## config.mk

```make
export PLATFORM = sky130hd
export DESIGN_NAME = demux_stripe_ctrl
export DESIGN_NICKNAME = d
export VERILOG_FILES = /design/src/rtl/demux_stripe_ctrl.sv
export SDC_FILE = /design/constraint.sdc
export NUM_CORES = 1
export LEC_CHECK = 0
export BUFFER_PORTS_ARGS = -buffer_cell sky130_fd_sc_hd__clkbuf_2
export CAP_MARGIN = 10
export CORE_UTILIZATION = 45
export CTS_CLUSTER_SIZE = 25
export DETAILED_ROUTE_END_ITERATION = 7
export PLACE_DENSITY = 0.67
export SETUP_SLACK_MARGIN = 0.02
export SYNTH_ARGS = -nofsm -noshare
export SYNTH_HDL_FRONTEND = slang
export SYNTH_SLANG_ARGS = --single-unit
```

## constraint.sdc

```tcl
create_clock -name clk_i -period 3.2 [get_ports clk_i]
set_clock_uncertainty 0.15 [all_clocks]
set_input_delay 0.16 -clock clk_i [delete_from_list [all_inputs] [get_ports clk_i]]
set_output_delay 0.16 -clock clk_i [all_outputs]
set_load 0.02 [all_outputs]
```

## src/rtl/demux_stripe_ctrl.sv

```systemverilog
// demux_stripe_ctrl: credit-based round-robin byte striping across the two lanes of a 1x2 demux
// Ports:
//   clk_i, reset_i          clock, synchronous active-high reset
//   in_i, valid_i, ready_o  input byte stream; a byte transfers when valid_i && ready_o
//   lane_en_i               per-lane enable
//   credit_ret_i            per-lane one-cycle credit return pulse
//   out_o, valid_out_o      registered byte with one-hot lane strobe
//   sel_o                   lane that receives the next accepted byte
//   credit0_o, credit1_o    per-lane credit counts
//   err_ovf_o               sticky credit-return overflow flag
module demux_stripe_ctrl #(
  parameter int DATA_W  = 8,
  parameter int CREDITS = 4,
  parameter int CNT_W   = 3
) (
  input  logic              clk_i,
  input  logic              reset_i,
  input  logic [DATA_W-1:0] in_i,
  input  logic              valid_i,
  output logic              ready_o,
  input  logic [1:0]        lane_en_i,
  input  logic [1:0]        credit_ret_i,
  output logic [DATA_W-1:0] out_o,
  output logic [1:0]        valid_out_o,
  output logic              sel_o,
  output logic [CNT_W-1:0]  credit0_o,
  output logic [CNT_W-1:0]  credit1_o,
  output logic              err_ovf_o
);
  typedef enum logic [1:0] {IDLE, RUN, REALIGN} state_t;
  state_t state_q, state_d;
  logic [1:0] en_q, en_d, vout_q, vout_d;
  logic sel_q, sel_d, err_q, err_d, acc;
  logic [DATA_W-1:0] out_q, out_d;
  logic [1:0][CNT_W-1:0] cred_q, cred_d;
  // No lane skipping: a starved sel lane stalls the stream to keep strict stripe order.
  assign ready_o = state_q == RUN && cred_q[sel_q] != '0 && lane_en_i[sel_q];
  assign acc = valid_i && ready_o;
  always_comb begin
    state_d = state_q;
    en_d = en_q;
    sel_d = acc && lane_en_i[~sel_q] ? ~sel_q : sel_q;
    err_d = err_q;
    out_d = acc ? in_i : out_q;
    vout_d = acc ? (sel_q ? 2'b10 : 2'b01) : 2'b00;
    cred_d = cred_q;
    case (state_q)
      IDLE, REALIGN: begin
        state_d = |lane_en_i ? RUN : IDLE;
        if (|lane_en_i) begin
          en_d = lane_en_i;
          sel_d = ~lane_en_i[0];
        end
      end
      RUN: state_d = ~|lane_en_i ? IDLE : lane_en_i != en_q ? REALIGN : RUN;
      default: state_d = IDLE;
    endcase
    // A return and a send in the same cycle cancel; a return onto a full counter only flags.
    for (int i = 0; i < 2; i++) begin
      if (credit_ret_i[i] && !vout_d[i]) begin
        if (cred_q[i] == CNT_W'(CREDITS)) err_d = 1'b1;
        else cred_d[i] = cred_q[i] + CNT_W'(1);
      end else if (!credit_ret_i[i] && vout_d[i]) cred_d[i] = cred_q[i] - CNT_W'(1);
    end
  end
  always_ff @(posedge clk_i) begin
    if (reset_i) begin
      state_q <= IDLE;
      en_q <= '0;
      sel_q <= 1'b0;
      err_q <= 1'b0;
      out_q <= '0;
      vout_q <= '0;
      cred_q <= {2{CNT_W'(CREDITS)}};
    end else begin
      state_q <= state_d;
      en_q <= en_d;
      sel_q <= sel_d;
      err_q <= err_d;
      out_q <= out_d;
      vout_q <= vout_d;
      cred_q <= cred_d;
    end
  end
  assign out_o = out_q;
  assign valid_out_o = vout_q;
  assign sel_o = sel_q;
  assign credit0_o = cred_q[0];
  assign credit1_o = cred_q[1];
  assign err_ovf_o = err_q;
endmodule

```

======== Word level (Yosys, flattened, before mapping) ========
Index checks and enable logic that the tools add are counted.
Widths: inputs -> output; s select.
storage, ports and cells
  register bits ........................... 22
  bits of input ports ..................... 15
  output and inout port bits .............. 19
  logic and storage cells ................. 69
cells by class
  add/subtract/negate cells ............... 4
  order comparisons ....................... 2
  equal/unequal tests ..................... 7
  mux-type cells .......................... 25
  bitwise operators ....................... 2
  reductions and logical operators ........ 21
operator list
  kind                 number
  $mux 3               8
  $mux 1               12
  $logic_and 1x1->1    8
  $mux 2               4
  $add 3x1->3 const B  2
  $eq 3x3->1 const B   2
  $reduce_and 2->1     3
  $sub 3x1->3 const B  2
  $logic_not 1->1      4
  $lt 1x2->1 const B   2
  $ne 2x2->1 const B   2
  $pmux 2 s2           1
  $reduce_bool 2->1    2
  $reduce_or 2->1      2
  $reduce_bool 3->1    1
  $eq 2x1->1 const B   1
  $eq 2x2->1 const B   1
  $logic_not 2->1      1
  $ne 2x2->1           1
  $not 1->1            2

======== Depth between registers and ports, before layout ========
  depth in word-level cells ............... 12
  gate-level depth with buffers ........... 9
  gate-level depth less buffers ........... 8

======== Worst setup path after synthesis ========
Ideal clock, no wire load.
  path type ............................... reg-to-reg
  from .................................... reg cred_q, in the netlist credit1_o[1]
  to ...................................... reg cred_q, in the netlist credit1_o[1]
  library setup time ...................... 0.095 ns
  data arrival time ....................... 1.909 ns
  data required time ...................... 2.955 ns
  slack ................................... 1.046 ns
  cell stages (with the launch flop) ...... 8
  buffers on the path ..................... 0
  period minus slack after synthesis ...... 2.154 ns
  cells stage by stage .................... dfxtp_1 -> nor3_2 -> o31ai_1 -> fa_1 -> o21ai_0 -> nor4_1 -> nor2_1 -> a221oi_1
RTL lines
  item                    RTL line  text
  start, declared         35        logic [1:0][CNT_W-1:0] cred_q, cred_d;
  start signal, assigned  74        cred_q <= {2{CNT_W'(CREDITS)}};
  start signal, assigned  82        cred_q <= cred_d;

==> qor.json <==
{
  "area_of_the_placeable_core_um2": 2570,
  "buffer_ports.inserted": 33,
  "synth_fp_nets": 156,
  "cts-buffers-inserted": 3,
  "ioPinCount": 34,
  "dp_hpwl_mm": 1.94,
  "met1Wirelength_mm": 1.36,
  "viasPerCell": 5.61,
  "top_layer_used": "met4",
  "setup_tns_ns": 0,
  "num_antenna_cells": 0,
  "min-delay-path-class": "input pin to flop",
  "wl_met2_mm": 1.29,
  "timing.fmax_ghz": 0.417,
  "ys_top_cells_by_area": "sky130_fd_sc_hd__dfxtp_1 35%, sky130_fd_sc_hd__nand4b_1 6.3%, sky130_fd_sc_hd__nand2b_1 6.0%, sky130_fd_sc_hd__o21ai_0 5.2%, sky130_fd_sc_hd__fa_1 3.2%",
  "most_common_cell_after_layout_fill_and_taps_aside": "sky130_fd_sc_hd__clkbuf_2",
  "wl_met3_um": 112,
  "timing_worst_setup_path_type": "flop to flop",
  "dr.first_iter.drc_count": 18,
  "power.leakage_nw": 0.634,
  "die_area_um2": 3020,
  "power.density_nw_per_um2": 483,
  "grt_max_degree": 33,
  "synth_area_um2": 1260,
  "synth_largest_area_cell": "sky130_fd_sc_hd__dfxtp_1",
  "grt.total_usage_pct": 20.0,
  "max_cap_viol_count": 0,
  "global_route_wire_length_before_repair_mm": 4.23,
  "synth-seq-cells": 22,
  "cts_max_level": 1,
  "cell_at_the_root_of_the_clock_tree": "sky130_fd_sc_hd__clkbuf_4",
  "core.rowCount": 18,
  "crit_fanout": 11,
  "rsz_0062_raised_after_global_routing": "no",
  "synth_area_per_cell_um2": 9.06,
  "worstSetupEndpointType": "flop",
  "worstPathRequired_ns": 3.24,
  "postRouteAntennaNets": 0,
  "die-height_um": 54.9,
  "clkSlewWorstSetupHoldPaths_ns": 0.14,
  "report.final.setup_viol": 0,
  "synth_top_cell_area_share_pct": 35.0,
  "timing_worst_slew_pin_value_ns": 0.523,
  "layout.cells.most_common_list": "33 x sky130_fd_sc_hd__clkbuf_2, 22 x sky130_fd_sc_hd__dfxtp_1, 13 x sky130_fd_sc_hd__o21ai_0",
  "finalWeightedCongestion": 0.879,
  "syn2layout_area_growth_pct": 22.9,
  "max-vdd-ir-drop_v": 0.000347,
  "routed_via_count": 1155,
  "width_of_the_chip_um": 54.9,
  "route.detailed.wl_per_inst_um": 13.6,
  "syn_inst": 139,
  "detail_route.drc_violations": 0,
  "worst_slew_margin_rel_pct": 65.1,
  "worst_slack_after_detailed_placement_ns": 0.832,
  "synth_seq_area_share_pct": 35.0,
  "worst_skew_pair.late_latency_ns": 0.32,
  "grt_antenna_before_repair": 0,
  "clkSinkCount": 22,
  "layout_setup_ws_ns": 0.803,
  "yosys_warnings": 0,
  "timing_hold_violations_final": 0,
  "drt_wl_total_mm": 2.81,
  "tritoncts": "yes",
  "cts-resized-gates": 0,
  "timing.critical_path.arrival_ns": 2.44,
  "finalNetCount": 194,
  "max_slew_violation_count": 0,
  "ctsLongestPathBuffers": 2,
  "detailedRoute.firstPassIterationCount": 4,
  "post_route_cells_drive_above_1_share_pct": 26.7,
  "result_of_the_run": "finished clean",
  "synth.lib_cells_used.distinct": 43,
  "timing.final.crit_period_ns": 2.40,
  "grt_overflow_total": 0,
  "start_util_pct": 49.1,
  "critPathLaunchType": "flop",
  "first_global_vias": 972,
  "final_min_period_over_clock_period_pct": 74.9
}
## cell type report
| cell class | instances | area (um^2) |
|---|---|---|
| timing repair buffer | 41 | 245 |
| fill | 241 | 1020 |
| multi-input combinational | 106 | 762 |
| clock inverter | 1 | 30.0 |
| inverter | 3 | 11.3 |
| sequential | 22 | 440 |
| clock buffer | 3 | 22.5 |
| tap | 30 | 37.5 |
## cell usage after synthesis, drive strengths merged
| master | n |
|---|---|
| mux2 | 1 |
| nor2 | 9 |
| and2 | 2 |
| fa | 2 |
| mux2i | 1 |
| o31a | 2 |
| or2 | 1 |
| nand4b | 9 |
| a41oi | 1 |
| and3b | 2 |
| dfxtp | 22 |
| a311o | 1 |
| nor2b | 2 |
| o211ai | 2 |
| and2b | 1 |
| nand3b | 1 |
| xor2 | 4 |
| nand2b | 14 |
| o31ai | 3 |
| buf | 3 |
| or3 | 2 |
| a31oi | 3 |
| a221oi | 1 |
| nor4 | 4 |
| o2111ai | 1 |
| clkbuf | 5 |
| a21oi | 7 |
| a211oi | 1 |
| nor3 | 4 |
| o32a | 1 |
| nand2 | 7 |
| o21bai | 2 |
| o21ai | 13 |
| inv | 3 |
| nor3b | 1 |
| o32ai | 1 |
## what timing repair did
item                                   CTS  global route
endpoints found under the hold margin    8             0
hold buffers                             8             0
setup buffers                            0             0
## registers in the layout, summed over array words and instances (netlist names)
signal and cells:
credit0_o 3, credit1_o 3, en_q 2, err_ovf_o 1, out_o 8, sel_o 1, state_q 2, valid_out_o 2
## worst max-delay path: stages (launching register included)
cell	delay, ns
sky130_fd_sc_hd__dfxtp_1	0.49
sky130_fd_sc_hd__nand3b_1	0.36
sky130_fd_sc_hd__o31ai_1	0.42
sky130_fd_sc_hd__fa_1	0.50
sky130_fd_sc_hd__o21ai_0	0.10
sky130_fd_sc_hd__nor4_1	0.07
sky130_fd_sc_hd__nor2_1	0.11
sky130_fd_sc_hd__a221oi_1	0.08
## path summary, 6_finish.rpt
check | startpoint | slack (ns) | depth (start not counted) | to
max | state_q[0]$_SDFF_PP0_ | 0.80 | 7 | credit1_o[1]$_SDFFE_PP0P_
min | credit_ret_i[0] | 0.04 | 3 | credit0_o[2]$_SDFFE_PP1P_
min reg2reg | out_o[2]$_SDFFE_PP0N_ | 0.34 | 2 | out_o[2]$_SDFFE_PP0N_
max reg2reg | state_q[0]$_SDFF_PP0_ | 0.80 | 7 | credit1_o[1]$_SDFFE_PP0P_
## layer usage
layer	up-vias	track usage, %
met5	-	0
met4	0	10.8
met3	4	2.73
met2	34	33.3
met1	530	24.8
li1	587	-
## power breakdown
group / internal (mW) / total, mW / switching, mW
clock network: 0.127 / 0.219 / 0.0927
registers: 0.297 / 0.329 / 0.0320
logic: 0.0860 / 0.201 / 0.115
total: 0.509 / 0.749 / 0.239
## cells by family (layout without fill, tap and decap cells)
logic type	count (synthesis)	count (layout)	share of synthesized area (%)
flops	22	22	35.0
buf+inv	11	48	4.57
xor+xnor	4	4	2.78
fa+ha+maj	2	2	3.18
mux	2	2	1.69
simple gates	59	59	30.9
compound gates	39	39	21.9
## stage by stage
step                      cell area (um^2)  instances  hold slack [ns]  utilization, %  total power [mW]
after floorplan                       1260        139            0.168               -             0.474
after global placement                1420        194            0.265            55.2             0.519
after detailed placement              1420        194            0.282            55.2             0.527
after CTS                             1550        206           0.0450            60.3             0.750
after global routing                  1550        206           0.0772            60.3             0.789
final                                 1550        206           0.0422            60.3             0.749
(Power assumes the default switching activity.)
